File: config.mk
export PLATFORM = sky130hd
export DESIGN_NAME = pwm_gen_mc_flat
export DESIGN_NICKNAME = d
export VERILOG_FILES = /design/src/rtl/pwm_gen_mc_if.sv /design/src/rtl/pwm_gen_mc.sv /design/src/flat_wrapper.sv
export SDC_FILE = /design/constraint.sdc
export NUM_CORES = 1
export LEC_CHECK = 0
export CAP_MARGIN = 20
export CORE_MARGIN = 8
export CORE_UTILIZATION = 40
export DETAILED_ROUTE_END_ITERATION = 12
export PLACE_DENSITY_LB_ADDON = 0.1
export SLEW_MARGIN = 5
export SYNTH_ARGS = -nofsm -noshare
export SYNTH_HDL_FRONTEND = slang
export SYNTH_SLANG_ARGS = --single-unit
File: constraint.sdc
create_clock -name clk -period 3.4 [get_ports clk]
set_input_delay 0.51 -clock clk [delete_from_list [all_inputs] [get_ports clk]]
set_output_delay 0.51 -clock clk [all_outputs]
set_load 0.005 [all_outputs]
File: src/rtl/pwm_gen_mc_if.sv
// Control/status bundle for the multi-channel PWM/FM generator.
// The slave modport is the generator side; the master modport is the controller side.
interface pwm_gen_mc_if #(
    parameter int unsigned CH = 4,
    parameter int unsigned CW = 8,
    parameter int unsigned PW = 8
);
    logic              run_ctrl;
    logic [PW-1:0]     presc;
    logic [CH-1:0]     ch_oen;
    logic [CH-1:0]     ch_mod;
    logic [CH*CW-1:0]  ch_width;
    logic [CH-1:0]     ch_pol;
    logic [CH-1:0]     pwm_out;
    logic [CH-1:0]     ch_active;
    logic [CH-1:0]     period_end;

    modport slave (
        input  run_ctrl, presc, ch_oen, ch_mod, ch_width, ch_pol,
        output pwm_out, ch_active, period_end
    );

    modport master (
        output run_ctrl, presc, ch_oen, ch_mod, ch_width, ch_pol,
        input  pwm_out, ch_active, period_end
    );
endinterface

File: src/rtl/pwm_gen_mc.sv
// CH independent PWM/FM channels sharing one prescaler; width and mode
// are double-buffered and reload only at each channel's period boundary.
module pwm_gen_mc #(
    parameter int unsigned CH = 4,
    parameter int unsigned CW = 8,
    parameter int unsigned PW = 8
) (
    input  logic       clk,
    input  logic       rst,
    pwm_gen_mc_if.slave bus
);
    typedef enum logic {IDLE = 1'b0, RUN = 1'b1} state_t;

    localparam logic [CW-1:0] ALL_ONES = '1;

    logic [PW-1:0] pcnt_q, pcnt_d;
    logic          tick;

    state_t        state_q [CH];
    state_t        state_d [CH];
    logic [CW-1:0] count_q [CH];
    logic [CW-1:0] count_d [CH];
    logic [CW-1:0] width_q [CH];
    logic [CW-1:0] width_d [CH];
    logic [CH-1:0] mod_q, mod_d;
    logic [CH-1:0] raw_q, raw_d;
    logic [CH-1:0] pend_q, pend_d;
    logic [CH-1:0] bnd;
    logic [CH-1:0] active;

    // Shared prescaler; >= keeps a shrinking divisor from skipping the wrap
    always_comb begin
        tick   = bus.run_ctrl & (pcnt_q >= bus.presc);
        pcnt_d = pcnt_q;
        if (tick)
            pcnt_d = '0;
        else if (bus.run_ctrl)
            pcnt_d = pcnt_q + PW'(1);
    end

    // Per-channel next-state and output logic
    always_comb begin
        mod_d  = mod_q;
        raw_d  = raw_q;
        pend_d = '0;
        bnd    = '0;
        for (int i = 0; i < int'(CH); i++) begin
            state_d[i] = state_q[i];
            count_d[i] = count_q[i];
            width_d[i] = width_q[i];
            case (state_q[i])
                IDLE: begin
                    count_d[i] = '0;
                    raw_d[i]   = 1'b1;
                    if (!bus.ch_oen[i]) begin
                        state_d[i] = RUN;
                        width_d[i] = bus.ch_width[i*CW +: CW];
                        mod_d[i]   = bus.ch_mod[i];
                    end
                end
                RUN: begin
                    if (tick) begin
                        if (mod_q[i]) begin
                            count_d[i] = count_q[i] + CW'(1);
                            if (count_q[i] == ALL_ONES) begin
                                bnd[i]   = 1'b1;
                                raw_d[i] = 1'b1;
                            end else if (count_q[i] == width_q[i]) begin
                                raw_d[i] = 1'b0;
                            end
                        end else if (count_q[i] == width_q[i]) begin
                            bnd[i]     = 1'b1;
                            count_d[i] = '0;
                            raw_d[i]   = ~raw_q[i];
                        end else begin
                            count_d[i] = count_q[i] + CW'(1);
                        end
                    end
                    if (bnd[i]) begin
                        width_d[i] = bus.ch_width[i*CW +: CW];
                        mod_d[i]   = bus.ch_mod[i];
                        pend_d[i]  = 1'b1;
                        // Graceful stop only ever lands on a boundary
                        if (bus.ch_oen[i]) begin
                            state_d[i] = IDLE;
                            count_d[i] = '0;
                            raw_d[i]   = 1'b1;
                        end
                    end
                end
                default: state_d[i] = IDLE;
            endcase
        end
    end

    always_ff @(posedge clk or negedge rst) begin
        if (!rst) begin
            pcnt_q <= '0;
            mod_q  <= '1;
            raw_q  <= '1;
            pend_q <= '0;
            for (int i = 0; i < int'(CH); i++) begin
                state_q[i] <= IDLE;
                count_q[i] <= '0;
                width_q[i] <= '0;
            end
        end else begin
            pcnt_q <= pcnt_d;
            mod_q  <= mod_d;
            raw_q  <= raw_d;
            pend_q <= pend_d;
            for (int i = 0; i < int'(CH); i++) begin
                state_q[i] <= state_d[i];
                count_q[i] <= count_d[i];
                width_q[i] <= width_d[i];
            end
        end
    end

    always_comb begin
        active = '0;
        for (int i = 0; i < int'(CH); i++)
            active[i] = (state_q[i] == RUN);
    end

    // Polarity is applied combinationally so it also takes effect during reset
    assign bus.pwm_out    = raw_q ^ bus.ch_pol;
    assign bus.ch_active  = active;
    assign bus.period_end = pend_q;
endmodule

File: src/flat_wrapper.sv
// flat-port wrapper written by rule: the top's interface ports become plain ports
module pwm_gen_mc_flat 
#(
    parameter int unsigned CH = 4,
    parameter int unsigned CW = 8,
    parameter int unsigned PW = 8
)
  (clk, rst, bus_run_ctrl, bus_presc, bus_ch_oen, bus_ch_mod, bus_ch_width, bus_ch_pol, bus_pwm_out, bus_ch_active, bus_period_end);
  pwm_gen_mc_if #(.CH(CH), .CW(CW), .PW(PW)) bus_i ();
  input  logic clk;
  input  logic rst;
  input wire logic [$bits(bus_i.run_ctrl)-1:0] bus_run_ctrl;
  input wire logic [$bits(bus_i.presc)-1:0] bus_presc;
  input wire logic [$bits(bus_i.ch_oen)-1:0] bus_ch_oen;
  input wire logic [$bits(bus_i.ch_mod)-1:0] bus_ch_mod;
  input wire logic [$bits(bus_i.ch_width)-1:0] bus_ch_width;
  input wire logic [$bits(bus_i.ch_pol)-1:0] bus_ch_pol;
  output wire logic [$bits(bus_i.pwm_out)-1:0] bus_pwm_out;
  output wire logic [$bits(bus_i.ch_active)-1:0] bus_ch_active;
  output wire logic [$bits(bus_i.period_end)-1:0] bus_period_end;
  assign bus_i.run_ctrl = bus_run_ctrl;
  assign bus_i.presc = bus_presc;
  assign bus_i.ch_oen = bus_ch_oen;
  assign bus_i.ch_mod = bus_ch_mod;
  assign bus_i.ch_width = bus_ch_width;
  assign bus_i.ch_pol = bus_ch_pol;
  assign bus_pwm_out = bus_i.pwm_out;
  assign bus_ch_active = bus_i.ch_active;
  assign bus_period_end = bus_i.period_end;
  pwm_gen_mc #(.CH(CH), .CW(CW), .PW(PW)) u_core (.clk(clk), .rst(rst), .bus(bus_i));
endmodule
==> results of run 1 <==
final timing paths:
path                                                    start                              to  slack, ns  depth (start not counted)
min in group clk                u_core.width_q[8]$_DFFE_PN0P_   u_core.width_q[8]$_DFFE_PN0P_       0.53                          1
worst max register to register   u_core.pcnt_q[0]$_DFFE_PN0P_   u_core.width_q[9]$_DFFE_PN0P_       0.96                          8
max in group asynchronous                                 rst     u_core.mod_q[2]$_DFFE_PN1P_       2.38                          2
worst min-delay path                                      rst  u_core.width_q[29]$_DFFE_PN0P_       0.23                          1
worst max-delay path                             bus_presc[7]   u_core.width_q[1]$_DFFE_PN0P_       0.78                          9
worst min register to register  u_core.width_q[8]$_DFFE_PN0P_   u_core.width_q[8]$_DFFE_PN0P_       0.53                          1
cells by family (layout without fill, tap and decap cells):
kind of cell	Yosys count	in the layout	synth area share, %
XOR/XNOR	53	53	9.84
multiplexers	39	39	9.26
buffers and inverters	26	102	2.49
AND/OR/NAND/NOR	146	146	15.1
AO/OA/AOI/OAI	77	77	11.9
adder cells (fa/ha/maj)	17	17	4.51
flip-flops	88	88	46.9
power breakdown:
group	internal, mW	switching [mW]	leakage [nW]
Combinational	0.433	0.304	1.27
Sequential	1.30	0.228	1.10
Clock	0.608	0.387	0.150
Total	2.34	0.919	2.52
registers in the layout, indices dropped and copies added, names as in the netlist:
name	cells
u_core.mod_q	4
u_core.bus.period_end	4
u_core.raw_q	4
u_core.count_q	32
u_core.pcnt_q	8
u_core.width_q	32
u_core.bus.ch_active	4
metrics by stage:
| stage | std cells | utilization [%] | hold WS [ns] |
|---|---|---|---|
| 2_1_floorplan | 446 | - | 0.214 |
| 4_1_cts | 665 | 51.0 | 0.267 |
| 6_report | 665 | 51.0 | 0.233 |
| 5_1_grt | 665 | 51.0 | 0.299 |
| 3_5_place_dp | 649 | 48.4 | 0.519 |
| 3_3_place_gp | 649 | 48.4 | 0.512 |
per-layer routing:
layer	track usage (%)	vias up
li1	-	1719
met5	0	-
met3	3.57	11
met2	22.7	85
met1	16.8	1693
met4	3.90	0
synthesized netlist by cell type, types with 3 or more instances:
| cell | count | share of area, % |
|---|---|---|
| dfrtp_1 | 80 | 42 |
| nor2_1 | 61 | 4.9 |
| mux2_2 | 37 | 8.8 |
| xor2_1 | 32 | 5.9 |
| nand2_1 | 25 | 2.0 |
| o21ai_0 | 25 | 2.7 |
| xnor2_1 | 21 | 3.9 |
| ha_1 | 17 | 4.5 |
| inv_1 | 14 | 1.1 |
| a21oi_1 | 13 | 1.4 |
| nand3_1 | 11 | 1.2 |
| nand4_1 | 10 | 1.3 |
| a22oi_1 | 8 | 1.3 |
| dfstp_2 | 8 | 4.5 |
| nor3_1 | 8 | 0.85 |
| o21ai_1 | 7 | 0.74 |
| buf_2 | 6 | 0.64 |
| nor4_1 | 6 | 0.80 |
| and3_1 | 5 | 0.66 |
| nor2b_1 | 5 | 0.66 |
| nand3b_1 | 4 | 0.64 |
| o21bai_1 | 4 | 0.64 |
| a221oi_1 | 3 | 0.56 |
| and4_1 | 3 | 0.56 |
| o22ai_4 | 3 | 1.3 |
cell type report:
| cell class | instances | area (µm²) | area share (%) |
|---|---|---|---|
| Clock buffer | 13 | 260 | 4.45 |
| Clock inverter | 3 | 40.0 | 0.685 |
| Inverter | 14 | 52.6 | 0.899 |
| Multi-Input combinational cell | 332 | 2390 | 40.8 |
| Sequential cell | 88 | 2210 | 37.8 |
| Tap cell | 143 | 179 | 3.06 |
| Timing Repair Buffer | 72 | 716 | 12.2 |
critical path: stages:
cell             delay, ns
clkdlybuf4s50_1       0.46
inv_1                 0.04
ha_1                  0.31
nand2_1               0.06
o21ai_0               0.44
a32oi_4               0.10
buf_12                0.22
o22ai_4               0.31
mux2_2                0.38
==> out/metrics.cfg, run 1 <==
[synth]
synthDistinctLibCells=48
synth_nets=518
synth-edff-count=0
yosysWarnings=0
ys_async_sr_fraction_pct=100
avgSynthCellArea_um2=10.6
yosys_register_bits=88
yosysSeqAreaShare_pct=46.9
synth_flop_cell=dfrtp_1
synth_cells=446
synthesis.area_um2=4720

[finish]
num_antenna_cells=0
syn2layout_area_growth_pct=24.0
final_area_um2=5850
drive_above_1_share_pct=14.9
num-fill-cells=1063
final_common_cell=dfrtp_1
most-common-layout-cells=dfrtp_1 (80), clkdlybuf4s50_1 (65), nor2_1 (61)
nets=589

[clocking]
path_clk_slew_ns=0.06
cts_sinks=88
cts_tree=built
cts_buffer_depth=2
cts.hold.buffers_added=0
post_cts_buffers=0
worstSkewPairLatency_ns=0.33
cts-root-buf=clkbuf_16
htreeDepth=3
post_cts_resized=0
numCtsBuffers=9

[sta]
relSlewSlack_pct=51.9
drv_slew=0
fin_tns_setup_ns=0
tightestPinTransition_ns=0.722
rsz0062_at_grt=false
fin_worst_skew_ns=0.00477
finalCritPeriodShare_pct=76.9
setup_ws_ns=0.784
fmax_mhz=382
fin_crit_ns=2.62
setup_viol=0
finalHoldViolations=0

[placed_design]
port_buffers=66
gp_congestion=0.815
dp_hpwl_um=7500
post-place-ws_ns=0.419
placed_area_um2=5550

[grt]
track_usage_pct=13.6
grt_pass1_vias=3737
grt_overflow=0
grt_max_degree=58
grt_pass1_wl_um=17800
antenna_found_initial=0

[floorplanning]
rows=39
die_area_um2=15500
fp.dieH_um=125
core_um2=11500
initial_core_util_pct=41.1
fp.dieW_um=125
io_pins=67

[power_and_ir_drop]
finalPower_mw=3.26
peakVddDrop_uv=353
leakagePower_nw=2.52
powerDensity_nw_per_um2=558

[routing]
wl_um=10200
met3WireLength_um=450
drc=0
viasPerCell=5.28
wl_met2_um=4930
routed-via-count=3508
post_drt_wl_per_cell_um=15.4
top_layer_used=met4
postRouteAntennaNets=0
drt_iter0_markers=182
wl_met1_um=4720
drt_pre_antenna_iters=4

[worst_setup_path]
required_ns=3.62
crit_arrival_ns=2.83
critical_path_class=in -> reg
critPathMaxFanout=37
start_kind=input pin
worstSetupEndpointType=flop

[flow_run]
max_cap_viol_count=0

[min_path]
hold_path_class=in -> async

[outcome]
outcome=completed

Power figures use the tool's default switching activity.
==> run 2, diff against run 1 <==
- clock period: 3.4 -> 2.55 ns (I/O delays scaled with it)
==> run 2 against run 1 <==
Design area up 3.6%. Non-clock buffer count increased by 19. Global-route usage is 0.27 points higher. Sequential power is 33% higher. Die area did not move. Clock power is 40% higher. Utilization is 1.8 points higher. Routed wire length rose by 1.9%. Worst setup slack lost 0.65 ns. Sequential cell count unchanged. Cell count up 2.9%. First-iteration DRC count increased by 6.0%. Critical endpoint is now u_core.width_q[12]$_DFFE_PN0P_. Largest cell class unchanged. Largest power group unchanged.
==> out/metrics.cfg, run 2 (same netlist as run 1, synthesis figures left out) <==
[placed_design]
port_buffers=66  ; unchanged
dp_hpwl_um=7740  ; +3.2%
post-place-ws_ns=-0.239  ; -0.658 ns
gp_congestion=0.854  ; +4.8%
placed_area_um2=5720  ; +3.2%

[routing]
viasPerCell=5.14  ; -2.6%
drt_pre_antenna_iters=4  ; unchanged
postRouteAntennaNets=0  ; unchanged
drc=0  ; unchanged
routed-via-count=3513  ; +0.14%
drt_iter0_markers=193  ; +6.0%
wl_um=10400  ; +1.9%
post_drt_wl_per_cell_um=15.2  ; -0.98%

[clocking]
worstSkewPairLatency_ns=0.34  ; about the same
cts_sinks=88  ; unchanged
path_clk_slew_ns=0.06  ; about the same
cts_tree=built
post_cts_resized=0  ; unchanged
numCtsBuffers=9  ; unchanged
post_cts_buffers=0  ; unchanged
cts_buffer_depth=2  ; unchanged
cts.hold.buffers_added=0  ; unchanged
cts-root-buf=clkbuf_16
htreeDepth=3  ; unchanged

[sta]
fin_crit_ns=2.41
fin_worst_skew_ns=0.00498  ; +0.000204 ns
setup_viol=0  ; unchanged
fmax_mhz=414
rsz0062_at_grt=false
relSlewSlack_pct=65.2  ; +13 points
fin_tns_setup_ns=0  ; unchanged
drv_slew=0  ; unchanged
finalHoldViolations=0  ; unchanged
holdWs_ns=0.0123  ; -0.221 ns
setup_ws_ns=0.135  ; -0.649 ns
finalCritPeriodShare_pct=94.7
tightestPinTransition_ns=0.523  ; -0.200 ns

[worst_setup_path]
worstSetupEndpointType=flop
critPathMaxFanout=9  ; -76%
start_kind=input pin
reg2reg_depth=8  ; unchanged
startpoint=bus_presc[0]
reg2reg_from=u_core.pcnt_q[0]$_DFFE_PN0P_
required_ns=2.78  ; -0.84 ns
rr_endpoint=u_core.width_q[12]$_DFFE_PN0P_
crit_arrival_ns=2.64  ; -0.19 ns
critical_path_class=in -> reg
r2r_slack_ns=0.15  ; -0.81 ns

[finish]
final_common_cell=dfrtp_1
final_area_um2=6060  ; +3.6%
reg_top3=u_core.count_q (32), u_core.width_q (32), u_core.pcnt_q (8)
drive_above_1_share_pct=18.1  ; +3.2 points
num_antenna_cells=0  ; unchanged
nets=608  ; +3.2%
syn2layout_area_growth_pct=28.4
num-fill-cells=1052  ; -1.0%
multi_input_area_um2=2390  ; unchanged
most-common-layout-cells=dfrtp_1 (80), clkdlybuf4s50_1 (65), nor2_1 (61)
regArea_um2=2210  ; unchanged

[grt]
grt_pass1_vias=3754  ; +0.45%
grt_max_degree=51  ; -12%
grt_overflow=0  ; unchanged
track_usage_pct=13.9  ; +0.27 points
grt_pass1_wl_um=18000  ; +0.73%
antenna_found_initial=0  ; unchanged

[floorplanning]
rows=39  ; unchanged
die_area_um2=15500  ; unchanged
fp.dieW_um=125  ; unchanged
fp.dieH_um=125  ; unchanged
io_pins=67  ; unchanged
core_um2=11500  ; unchanged
initial_core_util_pct=41.1  ; unchanged

[power_and_ir_drop]
peakVddDrop_uv=501  ; +42%
finalPower_mw=4.47  ; +37%
powerDensity_nw_per_um2=738  ; +32%
leakagePower_nw=2.64  ; +4.7%

[min_path]
hold_path_class=in -> async

[outcome]
outcome=completed

[flow_run]
max_cap_viol_count=0  ; unchanged

-- run 2: worst max path at each step --
| stage | end | slack [ns] | cells past startpoint |
|---|---|---|---|
| 6_report | u_core.width_q[12]$_DFFE_PN0P_ | 0.14 | 8 |
| 5_1_grt | u_core.count_q[28]$_DFF_PN0_ | 0.02 | 10 |
| 4_1_cts | u_core.width_q[9]$_DFFE_PN0P_ | 0.11 | 8 |
| 3_5_place_dp | u_core.width_q[9]$_DFFE_PN0P_ | -0.24 | 8 |
| 3_3_place_gp | u_core.width_q[9]$_DFFE_PN0P_ | -0.21 | 8 |
| 2_1_floorplan | u_core.width_q[10]$_DFFE_PN0P_ | 0.15 | 9 |
-- run 2: final cells by class --
class                           instances  area share [%]
Timing Repair Buffer                   91            15.0
Inverter                               14           0.868
Sequential cell                        88            36.5
Tap cell                              143            2.95
Clock buffer                           14            4.69
Multi-Input combinational cell        332            39.4
Clock inverter                          2           0.578
-- run 2: worst max-delay path, stage by stage --
cell	delay [ns]
clkdlybuf4s50_1	0.40
ha_1	0.28
nand2b_1	0.14
a2111o_1	0.47
a32o_1	0.28
o211a_4	0.17
nor2_8	0.16
mux2_2	0.35
-- run 2: power breakdown --
group / total, mW / switching, mW / internal [mW]
sequential: 2.03 / 0.295 / 1.73
clock: 1.39 / 0.529 / 0.865
combinational: 1.05 / 0.421 / 0.626
total: 4.47 / 1.24 / 3.23
-- run 2: metrics by stage --
| step | instances | utilization [%] |
|---|---|---|
| floorplan | 446 | - |
| global placement | 666 | 49.9 |
| detailed placement | 666 | 49.9 |
| CTS | 682 | 52.7 |
| global route | 684 | 52.8 |
| finish | 684 | 52.8 |
-- run 2: metal layers --
metal	part of all wire (%)	GRT usage, %
met3	4.3	4.47
met4	1.7	4.96
met1	46	16.6
met2	48	22.8
met5	0	0
